==> src/rtl/vote_pkg.sv <==
// Shared definitions for the voting-window controller and its neighbours.
//   state_t   : controller state encoding (IDLE / VOTING / HOLD)
//   N_VOTERS  : number of judges feeding the 3-of-5 majority voter
//   ALL_VOTED : ballot value at which the window closes early
package vote_pkg;

  localparam int N_VOTERS = 5;

  localparam logic [N_VOTERS-1:0] ALL_VOTED = 5'b11111;

  typedef enum logic [1:0] {
    ST_IDLE   = 2'd0,
    ST_VOTING = 2'd1,
    ST_HOLD   = 2'd2
  } state_t;

endpackage

==> src/rtl/vote_window_ctrl_if.sv <==
// Control/ballot bundle between the session driver and vote_window_ctrl.
//   start, clear : single-cycle session start / abort pulses
//   btn          : synchronised judge buttons (bit0 = judge A .. bit4 = judge E)
//   votes        : latched ballot towards the majority voter
//   voting, done : window open / ballot frozen and valid
//   vote_cnt     : number of yes votes (0..5)
//   remaining    : cycles left in the window, 0 outside voting
// slave = controller side, master = driver/consumer side.
interface vote_window_ctrl_if
  import vote_pkg::*;
#(
  parameter int CNT_W = 10
);

  logic                start;
  logic                clear;
  logic [N_VOTERS-1:0] btn;
  logic [N_VOTERS-1:0] votes;
  logic                voting;
  logic                done;
  logic [2:0]          vote_cnt;
  logic [CNT_W-1:0]    remaining;

  modport slave (
    input  start, clear, btn,
    output votes, voting, done, vote_cnt, remaining
  );

  modport master (
    output start, clear, btn,
    input  votes, voting, done, vote_cnt, remaining
  );

endinterface

==> src/rtl/vote_window_ctrl_popcount5.sv <==
// Five-bit ones counter used to report the number of yes votes.
//   bits : 5-bit ballot
//   cnt  : number of set bits, 0..5
module popcount5 (
  input  logic [4:0] bits,
  output logic [2:0] cnt
);

  // Sum of the five ballot bits, each zero-extended to the result width.
  always_comb begin
    cnt = {2'b00, bits[0]} + {2'b00, bits[1]} + {2'b00, bits[2]}
        + {2'b00, bits[3]} + {2'b00, bits[4]};
  end

endmodule

==> src/rtl/vote_window_ctrl.sv <==
// Timed voting-session controller ahead of the 3-of-5 majority voter.
// Opens a window of WINDOW_CYCLES cycles on start, ORs judge buttons into a
// sticky ballot, then freezes the ballot (done) on timeout or when every judge
// has voted. clear aborts from any state and beats a simultaneous start.
//   clk, rst : clock, asynchronous active-high reset
//   bus      : vote_window_ctrl_if slave modport (start/clear/btn in,
//              votes/voting/done/vote_cnt/remaining out)
module vote_window_ctrl
  import vote_pkg::*;
#(
  parameter int WINDOW_CYCLES = 1000,
  parameter int CNT_W         = 10
) (
  input  logic               clk,
  input  logic               rst,
  vote_window_ctrl_if.slave  bus
);

  localparam logic [CNT_W-1:0] TIMER_LOAD = CNT_W'(WINDOW_CYCLES - 1);
  localparam logic [CNT_W-1:0] TIMER_ZERO = '0;

  state_t              state_r;
  state_t              state_nxt_s;
  logic [N_VOTERS-1:0] votes_r;
  logic [N_VOTERS-1:0] votes_nxt_s;
  logic [N_VOTERS-1:0] merged_s;
  logic [CNT_W-1:0]    timer_r;
  logic [CNT_W-1:0]    timer_nxt_s;
  logic                voting_r;
  logic                done_r;

  // Next-state, next-ballot and next-timer decode.
  always_comb begin
    state_nxt_s = state_r;
    votes_nxt_s = votes_r;
    timer_nxt_s = timer_r;
    // The edge that closes the window still captures the buttons it samples.
    merged_s    = votes_r | bus.btn;

    case (state_r)
      ST_IDLE: begin
        votes_nxt_s = '0;
        timer_nxt_s = TIMER_ZERO;
        if (bus.clear) begin
          state_nxt_s = ST_IDLE;
        end else if (bus.start) begin
          state_nxt_s = ST_VOTING;
          timer_nxt_s = TIMER_LOAD;
        end else begin
          state_nxt_s = ST_IDLE;
        end
      end

      ST_VOTING: begin
        if (bus.clear) begin
          state_nxt_s = ST_IDLE;
          votes_nxt_s = '0;
          timer_nxt_s = TIMER_ZERO;
        end else if ((timer_r == TIMER_ZERO) || (merged_s == ALL_VOTED)) begin
          state_nxt_s = ST_HOLD;
          votes_nxt_s = merged_s;
          timer_nxt_s = TIMER_ZERO;
        end else begin
          state_nxt_s = ST_VOTING;
          votes_nxt_s = merged_s;
          timer_nxt_s = timer_r - {{(CNT_W-1){1'b0}}, 1'b1};
        end
      end

      ST_HOLD: begin
        timer_nxt_s = TIMER_ZERO;
        if (bus.clear) begin
          state_nxt_s = ST_IDLE;
          votes_nxt_s = '0;
        end else if (bus.start) begin
          // Back-to-back session: new window opens with an empty ballot.
          state_nxt_s = ST_VOTING;
          votes_nxt_s = '0;
          timer_nxt_s = TIMER_LOAD;
        end else begin
          state_nxt_s = ST_HOLD;
        end
      end

      default: begin
        state_nxt_s = ST_IDLE;
        votes_nxt_s = '0;
        timer_nxt_s = TIMER_ZERO;
      end
    endcase
  end

  // State, ballot, timer and status flag registers.
  always_ff @(posedge clk or posedge rst) begin
    if (rst) begin
      state_r  <= ST_IDLE;
      votes_r  <= '0;
      timer_r  <= TIMER_ZERO;
      voting_r <= 1'b0;
      done_r   <= 1'b0;
    end else begin
      state_r  <= state_nxt_s;
      votes_r  <= votes_nxt_s;
      timer_r  <= timer_nxt_s;
      voting_r <= (state_nxt_s == ST_VOTING);
      done_r   <= (state_nxt_s == ST_HOLD);
    end
  end

  popcount5 u_popcount5 (
    .bits (votes_r),
    .cnt  (bus.vote_cnt)
  );

  assign bus.votes     = votes_r;
  assign bus.voting    = voting_r;
  assign bus.done      = done_r;
  assign bus.remaining = timer_r;

endmodule

==> src/flat_wrapper.sv <==
// flat-port wrapper written by rule: the top's interface ports become plain ports
module vote_window_ctrl_flat import vote_pkg::*;
#(
  parameter int WINDOW_CYCLES = 1000,
  parameter int CNT_W         = 10
)
  (clk, rst, bus_start, bus_clear, bus_btn, bus_votes, bus_voting, bus_done, bus_vote_cnt, bus_remaining);
  vote_window_ctrl_if #(.CNT_W(CNT_W)) bus_i ();
  input  logic clk;
  input  logic rst;
  input wire logic [$bits(bus_i.start)-1:0] bus_start;
  input wire logic [$bits(bus_i.clear)-1:0] bus_clear;
  input wire logic [$bits(bus_i.btn)-1:0] bus_btn;
  output wire logic [$bits(bus_i.votes)-1:0] bus_votes;
  output wire logic [$bits(bus_i.voting)-1:0] bus_voting;
  output wire logic [$bits(bus_i.done)-1:0] bus_done;
  output wire logic [$bits(bus_i.vote_cnt)-1:0] bus_vote_cnt;
  output wire logic [$bits(bus_i.remaining)-1:0] bus_remaining;
  assign bus_i.start = bus_start;
  assign bus_i.clear = bus_clear;
  assign bus_i.btn = bus_btn;
  assign bus_votes = bus_i.votes;
  assign bus_voting = bus_i.voting;
  assign bus_done = bus_i.done;
  assign bus_vote_cnt = bus_i.vote_cnt;
  assign bus_remaining = bus_i.remaining;
  vote_window_ctrl #(.WINDOW_CYCLES(WINDOW_CYCLES), .CNT_W(CNT_W)) u_core (.clk(clk), .rst(rst), .bus(bus_i));
endmodule
==> config.mk <==
export PLATFORM = sky130hd
export DESIGN_NAME = vote_window_ctrl_flat
export DESIGN_NICKNAME = d
export VERILOG_FILES = /design/src/rtl/vote_pkg.sv /design/src/rtl/vote_window_ctrl_if.sv /design/src/rtl/vote_window_ctrl_popcount5.sv /design/src/rtl/vote_window_ctrl.sv /design/src/flat_wrapper.sv
export SDC_FILE = /design/constraint.sdc
export NUM_CORES = 1
export LEC_CHECK = 0
export BUFFER_PORTS_ARGS = -buffer_cell sky130_fd_sc_hd__buf_2
export CAP_MARGIN = 25
export CORE_ASPECT_RATIO = 1.25
export CORE_UTILIZATION = 45
export CTS_BUF_LIST = sky130_fd_sc_hd__clkbuf_2
export DETAILED_ROUTE_END_ITERATION = 6
export HOLD_SLACK_MARGIN = 0.05
export PLACE_DENSITY = 0.86
export SLEW_MARGIN = 20
export SYNTH_ARGS = -nofsm -noshare
export SYNTH_HDL_FRONTEND = slang
export SYNTH_SLANG_ARGS = --single-unit
==> constraint.sdc <==
create_clock -name clk -period 1.65 [get_ports clk]
set_input_delay 0 -clock clk [delete_from_list [all_inputs] [get_ports clk]]
set_output_delay 0 -clock clk [all_outputs]
set_load 0.02 [all_outputs]
==> impl_metrics.py, run 1 <==
metrics = {
    "outcome": {
        "status": "finished, violations left",
        "violations": "DRC, setup timing",
    },
    "synth": {
        "yosysSeqAreaShare": 0.486,
        "synth_edf_count": 0,
        "synth_area_leaders": "dfrtp_1 (49%), ha_1 (5.1%), xor2_1 (4.5%), inv_1 (4.2%), nor2_1 (4.2%)",
        "yosysTopAreaCell": "dfrtp_1",
        "synth_top_cell_area_share": 0.486,
        "synth_area_um2": 978,
        "ys_ff_latch": 19,
        "syn-instance-count": 96,
        "syn_area_per_cell_um2": 10.2,
        "synthArstFlopShare": 1.00,
        "ys_warn_count": 0,
        "syn_nets": 111,
        "ys_dominant_reg_cell": "dfrtp_1",
        "ys_types": 27,
    },
    "clocking": {
        "clk_pin_slew_ns": 0.17,
        "clockRootBuffer": "clkbuf_2",
        "clock_sinks": 19,
        "cts_tree": "built",
        "cts_setup_buffers": 0,
        "cts.path.max_buffers": 2,
        "worstSkewPairLatency_ns": 0.31,
        "numCtsBuffers": 3,
        "h-tree-depth": 1,
    },
    "route": {
        "ant_nets": 0,
        "wl_per_cell_um": 13.7,
        "drc_errors": 4,
        "vias_per_cell": 5.32,
        "first_pass_iters": 6,
        "postRouteWirelength_um": 2210,
        "num_vias": 857,
        "drt_first_iter_violations": 20,
    },
    "global_routing": {
        "grt_pass1_vias": 818,
        "grt_pass1_wl_um": 3640,
        "overflow": 0,
        "grt_antenna_before_repair": 0,
        "track_usage": 0.214,
        "grt_max_degree": 20,
    },
    "timing": {
        "tns_ns": -1.73,
        "worst_pin_slew_ns": 0.708,
        "hold-worst-slack_ns": 0.322,
        "drv_slew": 0,
        "hold_viol_final": 0,
        "fmax_ghz": 0.417,
        "fin_skew_ns": 0.00280,
        "fin_crit_sh": 1.45,
        "timing.final.ws_setup_ns": -0.749,
        "rsz0062_at_grt": "true",
        "setup_viol": 3,
        "slew_headroom": 0.527,
        "period_needed_ns": 2.40,
    },
    "critical_path": {
        "path_delay_family": "adder cells",
        "endpoint_kind": "output port",
        "cp.arrival_ns": 2.40,
        "start_kind": "flop",
        "path_common_cell": "inv_2",
        "slowest_stage": "fa_1",
        "cp_max_fo": 2,
        "crit_buf_inv": 5,
        "r2r_cells": 6,
        "r2r_slack_ns": 0.12,
        "startpoint": "u_core.bus.votes[1]",
        "rr_startpoint": "u_core.bus.votes[1]",
        "critPathKind": "flop to output port",
        "max_stage_delay_ns": 0.48,
        "worstPathCellList": "ha_4, inv_2, fa_1, inv_2, ha_4, inv_2, fa_1, inv_2, buf_6",
        "r2r-end": "u_core.bus.remaining[5]",
        "critPathRequiredTime_ns": 1.65,
    },
    "die": {
        "num_rows": 18,
        "ioPinCount": 29,
        "die_area_um2": 2370,
        "die_w_um": 43.7,
        "die_h_um": 54.1,
        "initial_utilization": 0.488,
        "core-area_um2": 2000,
    },
    "power_and_ir_drop": {
        "vdd_drop_max_mv": 0.700,
        "p_per_area_nw_per_um2": 972,
        "p_leak_nw": 0.675,
    },
    "final_layout": {
        "final_cells": 161,
        "drive_gt1_frac": 0.376,
        "finalNetCount": 157,
        "final_cell_mix": "buf_2 (25), dfrtp_1 (17), nor2_1 (11), buf_4 (9), dlygate4sd3_1 (8)",
        "num_antenna_cells": 0,
        "final_common_cell": "buf_2",
        "synthToLayoutAreaGrowth_pct": 35.5,
        "fillCellCount": 159,
    },
    "run": {
        "max_cap_viol_count": 0,
    },
    "placement": {
        "dp_hpwl_um": 1660,
        "numPortBuffers": 28,
        "gp_congestion": 0.787,
        "placed_cells": 149,
    },
    "hold_path": {
        "hp-class": "input port to asynchronous set/reset pin",
    },
}
-- cells in the mapped netlist (2+ instances only) --
cell type,count
dfrtp_1,19
inv_1,11
nor2_1,11
nand2_1,7
o21ai_1,6
a22oi_1,5
xor2_1,5
ha_1,4
a21oi_1,3
nand4b_1,3
fa_1,2
nand3_1,2
o21ai_0,2
o22ai_1,2
xnor2_1,2
-- metrics by stage --
| stage | setup WS (ns) | instance area, um2 | utilization | power, mW |
|---|---|---|---|---|
| 2_1_floorplan | -0.357 | 981 | - | 0.896 |
| 3_3_place_gp | -0.364 | 1190 | 0.592 | 1.02 |
| 3_5_place_dp | -0.458 | 1190 | 0.592 | 1.05 |
| 4_1_cts | -0.780 | 1330 | 0.662 | 1.30 |
| 5_1_grt | -0.823 | 1330 | 0.662 | 1.37 |
| 6_report | -0.749 | 1330 | 0.662 | 1.29 |
-- cell type report --
type | instances | area (um2) | area share
tap | 20 | 25.0 | 0.0189
timing repair buffer | 44 | 295 | 0.223
sequential | 19 | 478 | 0.360
clock buffer | 4 | 20.0 | 0.0151
inverter | 11 | 41.3 | 0.0311
multi-input combinational | 63 | 467 | 0.352
-- worst max-delay path by stage --
stage / endpoint / slack [ns] / cells after the start
after floorplan: bus_vote_cnt[1] / -0.36 / 8
after global routing: bus_vote_cnt[1] / -0.82 / 9
after detailed placement: bus_vote_cnt[1] / -0.46 / 9
after global placement: bus_vote_cnt[1] / -0.36 / 9
after CTS: bus_vote_cnt[1] / -0.78 / 9
final: bus_vote_cnt[1] / -0.75 / 9
-- per-layer routing --
metal	track usage	vias to the layer above	routed length [um]
li1	-	409	-
met1	0.242	417	904
met2	0.405	28	1190
met3	0.0268	3	106
met4	0.0781	0	16
met5	0	-	0
-- power by group --
group / switching (mW) / total, mW / internal (mW)
combinational: 0.285 / 0.514 / 0.229
clock: 0.138 / 0.202 / 0.0642
sequential: 0.0551 / 0.573 / 0.518
-- repair_timing --
action                                 4_1_cts  5_1_grt
hold buffers                                 8        0
resized for setup                           10        0
endpoints found under the hold margin       26        0
setup endpoints to repair                    3        3
-- registers in the layout (all words and copies together) (netlist names) --
signal / flops
u_core.bus.remaining: 10
u_core.bus.voting: 1
u_core.state_r: 2
u_core.bus.done: 1
u_core.bus.votes: 5
-- tightest hold or removal path, delay by kind of cell --
kind                   cells  cell delay, ns
buffers and inverters      3            1.16
-- cells by family (layout without fill, tap and decap cells) --
kind of cell    Yosys count  in the layout  synth area share
compound gates           19             19             0.118
xor+xnor                  7              7            0.0627
fa+ha+maj                 6              6            0.0921
buf+inv                  14             59            0.0627
flops                    19             19             0.486
simple gates             31             31             0.179
(Power assumes the default switching activity.)
==> run 2: changes to the inputs <==
--- a/config.mk
+++ b/config.mk
@@ -13,6 +13,7 @@
 export DETAILED_ROUTE_END_ITERATION = 6
 export HOLD_SLACK_MARGIN = 0.05
 export PLACE_DENSITY = 0.86
+export RECOVER_POWER = 50
 export SLEW_MARGIN = 20
 export SYNTH_ARGS = -nofsm -noshare
 export SYNTH_HDL_FRONTEND = slang
==> constraint.sdc (replaced) <==
create_clock -name clk -period 2 [get_ports clk]
set_input_delay 0 -clock clk [delete_from_list [all_inputs] [get_ports clk]]
set_output_delay 0 -clock clk [all_outputs]
set_load 0.02 [all_outputs]
==> run 2 against run 1 <==
  * The flow still finishes with violations (DRC, setup timing)
  * Utilization fell by 1.6 points
  * Worst setup slack improved by 0.36 ns
  * Cell area fell by 2.4%
  * Register-to-register slack barely moved
  * Critical path depth did not move
  * Largest cell class unchanged
  * Non-clock buffer count fell by 3
  * Global-route usage fell by 0.57 points
  * Clock power fell by 17%
  * Cell count fell by 1.9%
  * Clock skew barely moved
  * First-iteration DRC count rose by 30%
  * Critical endpoint unchanged
==> impl_metrics.py, run 2 (synthesized netlist as in run 1, its figures left out) <==
metrics = {
    "outcome": {
        "status": "finished, violations left",
        "violations": "DRC, setup timing",
    },
    "critical_path": {
        "critPathKind": "flop to output port",
        "cp_max_fo": 2,
        "cp.arrival_ns": 2.39,
        "start_kind": "flop",
        "endpoint_kind": "output port",
        "critPathRequiredTime_ns": 2.00,
    },
    "clocking": {
        "clk_pin_slew_ns": 0.17,
        "clockRootBuffer": "clkbuf_2",
        "cts_tree": "built",
        "numCtsBuffers": 3,
        "clock_sinks": 19,
        "cts.path.max_buffers": 2,
        "worstSkewPairLatency_ns": 0.31,
        "h-tree-depth": 1,
    },
    "timing": {
        "worst_pin_slew_ns": 0.702,
        "drv_slew": 0,
        "rsz0062_at_grt": "true",
        "hold_viol_final": 0,
        "fin_skew_ns": 0.00307,
        "fmax_ghz": 0.419,
        "period_needed_ns": 2.39,
        "timing.final.ws_setup_ns": -0.387,
        "slew_headroom": 0.532,
        "setup_viol": 2,
        "fin_crit_sh": 1.19,
    },
    "die": {
        "die_w_um": 43.7,
        "num_rows": 18,
        "core-area_um2": 2000,
        "die_h_um": 54.1,
        "initial_utilization": 0.488,
        "die_area_um2": 2370,
        "ioPinCount": 29,
    },
    "global_routing": {
        "grt_pass1_vias": 828,
        "grt_pass1_wl_um": 3460,
        "overflow": 0,
        "grt_antenna_before_repair": 0,
        "grt_max_degree": 20,
        "track_usage": 0.208,
    },
    "route": {
        "num_vias": 834,
        "vias_per_cell": 5.28,
        "first_pass_iters": 6,
        "drc_errors": 3,
        "drt_first_iter_violations": 26,
        "ant_nets": 0,
        "postRouteWirelength_um": 2200,
        "wl_per_cell_um": 13.9,
    },
    "final_layout": {
        "fillCellCount": 178,
        "finish.utilization": 0.646,
        "drive_gt1_frac": 0.290,
        "largest_register_ffs": 10,
        "final_common_cell": "dfrtp_1",
        "synthToLayoutAreaGrowth_pct": 32.4,
        "final_cell_mix": "dfrtp_1 (17), buf_2 (15), nor2_1 (11), clkbuf_1 (10), dlygate4sd3_1 (8)",
        "num_antenna_cells": 0,
        "finalNetCount": 154,
    },
    "hold_path": {
        "hp-class": "input port to flop",
    },
    "placement": {
        "pre_cts_ws_ns": -0.106,
        "dp_hpwl_um": 1510,
        "gp_congestion": 0.774,
        "numPortBuffers": 28,
    },
    "power_and_ir_drop": {
        "p_per_area_nw_per_um2": 805,
        "p_total_mw": 1.04,
        "vdd_drop_max_mv": 0.622,
        "p_leak_nw": 0.625,
    },
    "run": {
        "max_cap_viol_count": 0,
    },
}
==> run 2: repair_timing <==
action | 4_1_cts | 5_1_grt
hold buffers | 8 | 0
setup endpoints to repair | 3 | 3
gates resized for setup | 9 | 3
endpoints found under the hold margin | 26 | 0
setup buffers | 1 | 1
==> run 2: cell type report <==
cell class | count | area [um2] | area share
repair buffers | 41 | 264 | 0.204
well taps | 20 | 25.0 | 0.0193
multi-input cells | 63 | 467 | 0.360
flip-flops and latches | 19 | 478 | 0.369
inverters | 11 | 41.3 | 0.0319
clock buffers | 4 | 20.0 | 0.0155
==> run 2: final timing paths <==
path | startpoint | endpoint | slack, ns | cells after the start
setup / recovery | u_core.bus.votes[0] | bus_vote_cnt[1] | -0.39 | 9
hold / removal | bus_btn[3] | u_core.state_r[1] | 0.27 | 5
setup reg to reg | u_core.bus.votes[1] | u_core.bus.remaining[9] | 0.11 | 6
hold reg to reg | u_core.bus.remaining[0] | u_core.bus.remaining[0] | 0.57 | 1
max in group asynchronous | rst | u_core.bus.votes[1] | 1.20 | 3
min in group asynchronous | rst | u_core.bus.remaining[4] | 0.32 | 3
==> run 2: power by group <==
group	leakage (nW)	total [mW]	switching, mW	internal (mW)
Sequential	0.250	0.477	0.0500	0.427
Combinational	0.358	0.397	0.228	0.169
Clock	0.0166	0.168	0.115	0.0530
Total	0.625	1.04	0.394	0.649
==> run 2: critical path, cell delays in order, from the launching register on <==
cell,delay [ns]
dfrtp_2,0.47
ha_4,0.27
inv_2,0.03
fa_1,0.45
inv_2,0.08
ha_4,0.12
inv_2,0.03
fa_1,0.48
inv_2,0.04
buf_6,0.12
==> run 2: routing by layer <==
layer  vias to the layer above  wire, um  track usage
met5                         -         0            0
met2                        30      1160        0.398
met1                       395       913        0.229
li1                        405         -            -
met4                         0        33       0.0938
met3                         4        99       0.0201
==> run 2: stage by stage <==
step                      hold WS, ns  cell area [um2]  setup TNS (ns)  cells
final                           0.268             1290          -0.689    158
after global routing            0.305             1290          -0.836    158
after CTS                       0.264             1290          -0.711    157
after detailed placement        0.154             1150          -0.106    144
after global placement          0.129             1150         -0.0149    144
after floorplan               -0.0490              981        -0.00660     96
